### src/rtl/sync_feed_fifo_pkg.sv
// Shared constants for the sync_multi feed FIFO: default widths and
// issue FSM state encodings.
package sync_feed_fifo_pkg;

    localparam int DATA_WIDTHS = 8;
    localparam int FEED_DEPTH  = 4;

    localparam logic [1:0] ST_IDLE      = 2'd0;
    localparam logic [1:0] ST_ISSUE     = 2'd1;
    localparam logic [1:0] ST_WAIT_BUSY = 2'd2;
    localparam logic [1:0] ST_WAIT_DONE = 2'd3;

endpackage

### src/rtl/sync_feed_mem.sv
// DEPTH x DATA_WIDTH register array, one write port and one
// combinational read port.
module sync_feed_mem #(
    parameter int DATA_WIDTH = 8,
    parameter int DEPTH      = 4,
    parameter int AW         = $clog2(DEPTH)
) (
    input  logic                  clk,
    input  logic                  we,
    input  logic [AW-1:0]         waddr,
    input  logic [DATA_WIDTH-1:0] wdata,
    input  logic [AW-1:0]         raddr,
    output logic [DATA_WIDTH-1:0] rdata
);

    logic [DATA_WIDTH-1:0] mem [DEPTH];

    always_ff @(posedge clk) begin
        if (we) begin
            mem[waddr] <= wdata;
        end
    end

    assign rdata = mem[raddr];

endmodule

### src/rtl/sync_feed_fifo.sv
// Buffers producer words and hands them one at a time to sync_multi,
// waiting for its busy flag to rise and fall between transfers.
module sync_feed_fifo
    import sync_feed_fifo_pkg::*;
#(
    parameter int DATA_WIDTH = DATA_WIDTHS,
    parameter int DEPTH      = FEED_DEPTH
) (
    input  logic                      clk,
    input  logic                      reset,
    input  logic                      wr,
    input  logic [DATA_WIDTH-1:0]     wr_data,
    output logic                      full,
    output logic                      empty,
    output logic [$clog2(DEPTH):0]    level,
    output logic                      ovf,
    output logic [DATA_WIDTH-1:0]     out_data,
    output logic                      v,
    input  logic                      f
);

    localparam int AW = $clog2(DEPTH);
    localparam int LW = AW + 1;
    localparam logic [LW-1:0] FULL_LVL = LW'(DEPTH);

    logic [AW-1:0]         wptr;
    logic [AW-1:0]         rptr;
    logic [1:0]            state;
    logic [1:0]            state_nx;
    logic [DATA_WIDTH-1:0] head;
    logic                  wr_acc;
    logic                  pop;

    // full is judged before any pop in the same cycle
    assign full   = (level == FULL_LVL);
    assign empty  = (level == '0);
    assign wr_acc = wr & ~full;
    assign pop    = (state == ST_IDLE) & ~empty & ~f;
    assign v      = (state == ST_ISSUE);

    sync_feed_mem #(
        .DATA_WIDTH (DATA_WIDTH),
        .DEPTH      (DEPTH),
        .AW         (AW)
    ) u_mem (
        .clk   (clk),
        .we    (wr_acc),
        .waddr (wptr),
        .wdata (wr_data),
        .raddr (rptr),
        .rdata (head)
    );

    always_comb begin
        state_nx = state;
        unique case (state)
            ST_IDLE:      if (pop) state_nx = ST_ISSUE;
            ST_ISSUE:     state_nx = ST_WAIT_BUSY;
            ST_WAIT_BUSY: if (f) state_nx = ST_WAIT_DONE;
            ST_WAIT_DONE: if (!f) state_nx = ST_IDLE;
            default:      state_nx = ST_IDLE;
        endcase
    end

    always_ff @(posedge clk or posedge reset) begin
        if (reset) begin
            state    <= ST_IDLE;
            wptr     <= '0;
            rptr     <= '0;
            level    <= '0;
            ovf      <= 1'b0;
            out_data <= '0;
        end else begin
            state <= state_nx;
            if (wr_acc) begin
                wptr <= wptr + AW'(1);
            end
            if (pop) begin
                rptr     <= rptr + AW'(1);
                out_data <= head;
            end
            if (wr && full) begin
                ovf <= 1'b1;
            end
            unique case ({wr_acc, pop})
                2'b10:   level <= level + LW'(1);
                2'b01:   level <= level - LW'(1);
                default: level <= level;
            endcase
        end
    end

endmodule
### config.mk
export PLATFORM = sky130hd
export DESIGN_NAME = sync_feed_fifo
export DESIGN_NICKNAME = d
export VERILOG_FILES = /design/src/rtl/sync_feed_fifo_pkg.sv /design/src/rtl/sync_feed_mem.sv /design/src/rtl/sync_feed_fifo.sv
export SDC_FILE = /design/constraint.sdc
export NUM_CORES = 1
export LEC_CHECK = 0
export ABC_CLOCK_PERIOD_IN_PS = 4640
export CAP_MARGIN = 5
export CORE_AREA = 2 2 82 84
export DETAILED_ROUTE_END_ITERATION = 12
export DIE_AREA = 0 0 84 86
export SLEW_MARGIN = 15
export SYNTH_ARGS = -nofsm -noshare
export SYNTH_HDL_FRONTEND = slang
export SYNTH_SLANG_ARGS = --single-unit
### constraint.sdc
create_clock -name clk -period 4.64 [get_ports clk]
set_input_delay 1.392 -clock clk [delete_from_list [all_inputs] [get_ports clk]]
set_output_delay 1.392 -clock clk [all_outputs]
set_load 0.05 [all_outputs]
; ---- Yosys cells after proc, flatten, opt, wreduce, memory -nomap -nowiden
; Memories as Yosys holds them, arrays and structs flattened. A register that Yosys moved wholly into a read port is not among the register bits.
; Cells that the tools add are included.
[op_classes]
n_addsub = 4
eq_ne = 9
n_mux = 7
bitwise = 6
reduce_logical = 5
[op_table]
columns = cell, n
row1 = one-hot mux 2 bit (4 select lines), 1
row2 = == test 2 bit (second input constant), 3
row3 = 2-to-1 mux 2 bit, 3
row4 = inequality test 2 bit (second input constant), 3
row5 = one-hot mux 3 bit (2 select lines), 1
row6 = adder 2 x 1 -> 2 bit (second input constant), 2
row7 = == test 2 x 1 -> 1 bit (second input constant), 2
row8 = adder 3 x 1 -> 3 bit (second input constant), 1
row9 = bitwise AND 1 bit, 3
row10 = == test 3 bit (second input constant), 1
row11 = logical NOT 3 bit, 1
row12 = NOT 1 bit, 3
row13 = AND reduction 3 bit, 1
row14 = subtractor 3 x 1 -> 3 bit (second input constant), 1
row15 = logical NOT 2 bit, 1
row16 = 2-to-1 mux 1 bit, 2
row17 = nonzero test 2 bit, 1
row18 = logical AND 1 bit, 1
[totals]
reg_bits = 10
ramBits = 32
input_bits = 12
out_inout_bits = 15
word_cells = 37
mem_count = 1
[mem_list]
columns = name, depth, width, rd, rd_ports_with_merged_regs, write_ports, line_no
row1 = u_mem.mem, 4, 8, 1, 1, 1, sync_feed_mem.sv:16  ; logic [DATA_WIDTH-1:0] mem [DEPTH];

; ---- Longest topological paths before layout
[logic_depth]
word_depth = 6
ltp_mapped = 10
ltp_nobuf = 9

; ---- Cells and area by module
; Synthesis repeated with hierarchy kept, for this count alone.
[hier_totals]
cells_unflattened = 111
hier_area_um2 = 2089.5
[modules_own_cells]
columns = module, instances, cells_per_inst, area_each_um2, seq_area_each_um2
row1 = sync_feed_mem, 1, 46, 1188.6, 960.9
row2 = sync_feed_fifo, 1, 65, 900.9, 450.4

; ---- Worst setup path before layout
; No wires, ideal clock.
[synth_timing]
kind = reg-to-output
startpoint = register level[2]
endpoint = output full
arrival_time_ns = 1.527
required_ns = 3.248
setup_slack_ns = 1.721
path_stages_with_launch = 2
path_buffers = 0
path_cell_list = dfrtp_1 > nor3b_2
[synth_via]
elab_chain_len = 1
[synth_rtl]
columns = element, line_no
row1 = from (decl), sync_feed_fifo.sv:15  ; output logic [$clog2(DEPTH):0] level,
row2 = from (signal assigned), sync_feed_fifo.sv:86  ; 2'b10: level <= level + LW'(1);
row3 = from (signal assigned), sync_feed_fifo.sv:87  ; 2'b01: level <= level - LW'(1);
row4 = from (signal assigned), sync_feed_fifo.sv:88  ; default: level <= level;
row5 = == test 3 bit, sync_feed_fifo.sv:35  ; assign full = (level == FULL_LVL);
row6 = to (decl), sync_feed_fifo.sv:13  ; output logic full,
; Every way passes these cells.

; ---- Worst setup path after layout
[layout_timing]
startpoint = register level[0]
endpoint = output full
; Same word-level chain as after synthesis.

==> reports/results.ini <==
[synthesis]
synth_fp_nets=138
ys_types=25
synth-seq-cells=50
synthTopCellsByArea=edfxtp_1 (45%), dfrtp_1 (21%), mux4_2 (8.4%), ha_1 (5.9%), mux2_4 (5.6%)
yosysTopAreaCell=edfxtp_1
syn_avg_cell_area_um2=18.57
ys_seq_area_share_pct=66.08
ys_warn_count=0
synth_top_area_share_pct=44.99
synth_area_um2=2136
syn_inst=115

[global_route]
grt_max_degree=19
grt_pass1_vias=1148
antenna_found_initial=0
globalRouteTotalUtil_pct=10.26
grt_overflow_total=0
grt_pass1_wl_mm=5.589

[placed_design]
placement.io_buffers=26
post_dp_cell_area_um2=2474
gp_congestion=0.7368
dpl.hpwl_mm=2.522
place_inst=216

[cells_and_area]
diodes=0
fill_cells=579
multi_input_area_um2=664.4
drive_above_1_share_pct=20.41
layout_commonest_cell=edfxtp_1
fin_cells=224
final_cell_mix=edfxtp_1 (32), clkdlybuf4s50_1 (26), dfrtp_1 (18), ha_1 (10), inv_1 (9)
fin_nets=169
area_growth_pct=20.45
regArea_um2=1411
final_area_um2=2572

[sta]
rsz0062_at_grt=false
finClkSkew_ps=5.911
finalSetupViolations=0
final_max_slew_viol_count=0
tightest_slew_ps=720.7
slew_headroom_pct=51.90
hold_viol_final=0
max_freq_mhz=298.3
hold_ws_ps=461.4
min_period_ps=3352
period_share_pct=72.24
finalSetupTns_ps=0

[critical_path]
r2r_setup_slack_ps=2280
crit_path_end=full
cp.arrival_ps=1960
worstPathMaxFanout=5
cp.required_ps=3250
crit_path_start=level[0]$_DFFE_PP0P_
rr_endpoint=level[2]$_DFFE_PP0P_
startpoint_type=register
r2r_start=state[0]$_DFFE_PP0P_
path_class=register to output pin
r2r_cells=10
end_kind=output pin

[detailed_routing]
dr.pass1.iters=4
drc=0
viasPerCell=4.612
totalWireLength_mm=3.489
initialDrtViolationCount=40
ant_nets=0
wl_per_cell_um=15.58
vias=1033

[cts]
cts_setup_buffers=0
post_cts_resized=0
cts-root-buf=clkbuf_8
htreeDepth=2
tritoncts=built
clk_path_buf_depth=2
clock_latency_ps=300
cts_hold_buf=0
numCtsBuffers=5
clock-sinks=50
clk_pin_slew_ps=80

[worst_hold_path]
hp-start=ovf$_DFFE_PP0P_
hp-class=register to register

[floorplanning]
floorplan.initialDensity_pct=34.02
die_y_um=86
row_count=29
io_pins=27
coreArea_um2=6277
die_x_um=84
dieArea_um2=7224

[power_and_ir_drop]
ir_worst_vdd_mv=0.2639
p_leak_uw=0.0009777
power.density_nw_per_um2=701.9

[run]
maxCapViolations=0

[outcome]
outcome=finished clean

[metrics by stage]
step | total power (uW) | util [%] | worst slack, ps
floorplan | 1331 | - | 1721
global placement | 1527 | 39.41 | 1207
detailed placement | 1573 | 39.41 | 1126
CTS | 1841 | 40.98 | 1252
global route | 1903 | 40.98 | 1225
finish | 1806 | 40.98 | 1288
[critical path, stage by stage (launching register included)]
cell	delay (ps)
dfrtp_1	470
nor3b_2	330
clkdlybuf4s50_1	870
[kinds of logic after synthesis]
kind of cell / Yosys count / share of synthesized area, %
fa+ha+maj: 11 / 6.796
compound gates: 4 / 1.465
mux: 20 / 16.11
buf+inv: 12 / 2.812
flops: 50 / 66.08
simple gates: 12 / 4.276
xor+xnor: 6 / 2.460
[cell usage after synthesis]
library cell and instances:
nor2_1 2, nor3b_2 2, mux2i_1 1, buf_6 2
nor3_1 1, edfxtp_1 32, mux2_1 2, mux4_2 8
fa_1 1, xor2_1 4, dfrtp_1 18, inv_1 9
nor2b_2 1, nor3_4 1, a21o_1 1, a2bb2oi_1 1
nand2_1 1, xnor2_1 2, ha_1 10, buf_1 1
o32ai_1 1, o22ai_1 1, mux2_4 8, mux2_2 1
and2_1 4
[power by group]
part	leakage (uW)	internal, uW	switching, uW
Combinational	0.000427	359	444
Clock	0.0000478	123	140
Sequential	0.000503	621	118
[flip-flops by register name (all words and copies together) (netlist names)]
| register | cells |
|---|---|
| u_mem.mem | 32 |
| wptr | 2 |
| state | 2 |
| ovf | 1 |
| out_data | 8 |
| level | 3 |
| rptr | 2 |
[worst min-delay path by stage]
stage | endpoint | cells after the start
final | ovf$_DFFE_PP0P_ | 1
after global routing | ovf$_DFFE_PP0P_ | 1
after CTS | ovf$_DFFE_PP0P_ | 1
after detailed placement | ovf$_DFFE_PP0P_ | 1
after global placement | ovf$_DFFE_PP0P_ | 1
after floorplan | state[1]$_DFFE_PP0P_ | 1
[metal layers]
metal	track usage, %	wire, um	vias to the layer above
met4	3.079	45	0
met1	11.40	1401	526
met3	3.176	142	5
li1	-	-	484
met5	0	0	-
met2	18.91	1899	18
[final cells by class]
class                   instances  area share [%]
well taps                      77           3.745
clock inverters                 2          0.6323
clock buffers                   6           3.210
flip-flops and latches         50           54.86
repair buffers                 27           10.41
inverters                       9           1.313
multi-input cells              53           25.83
(Power assumes the default switching activity.)
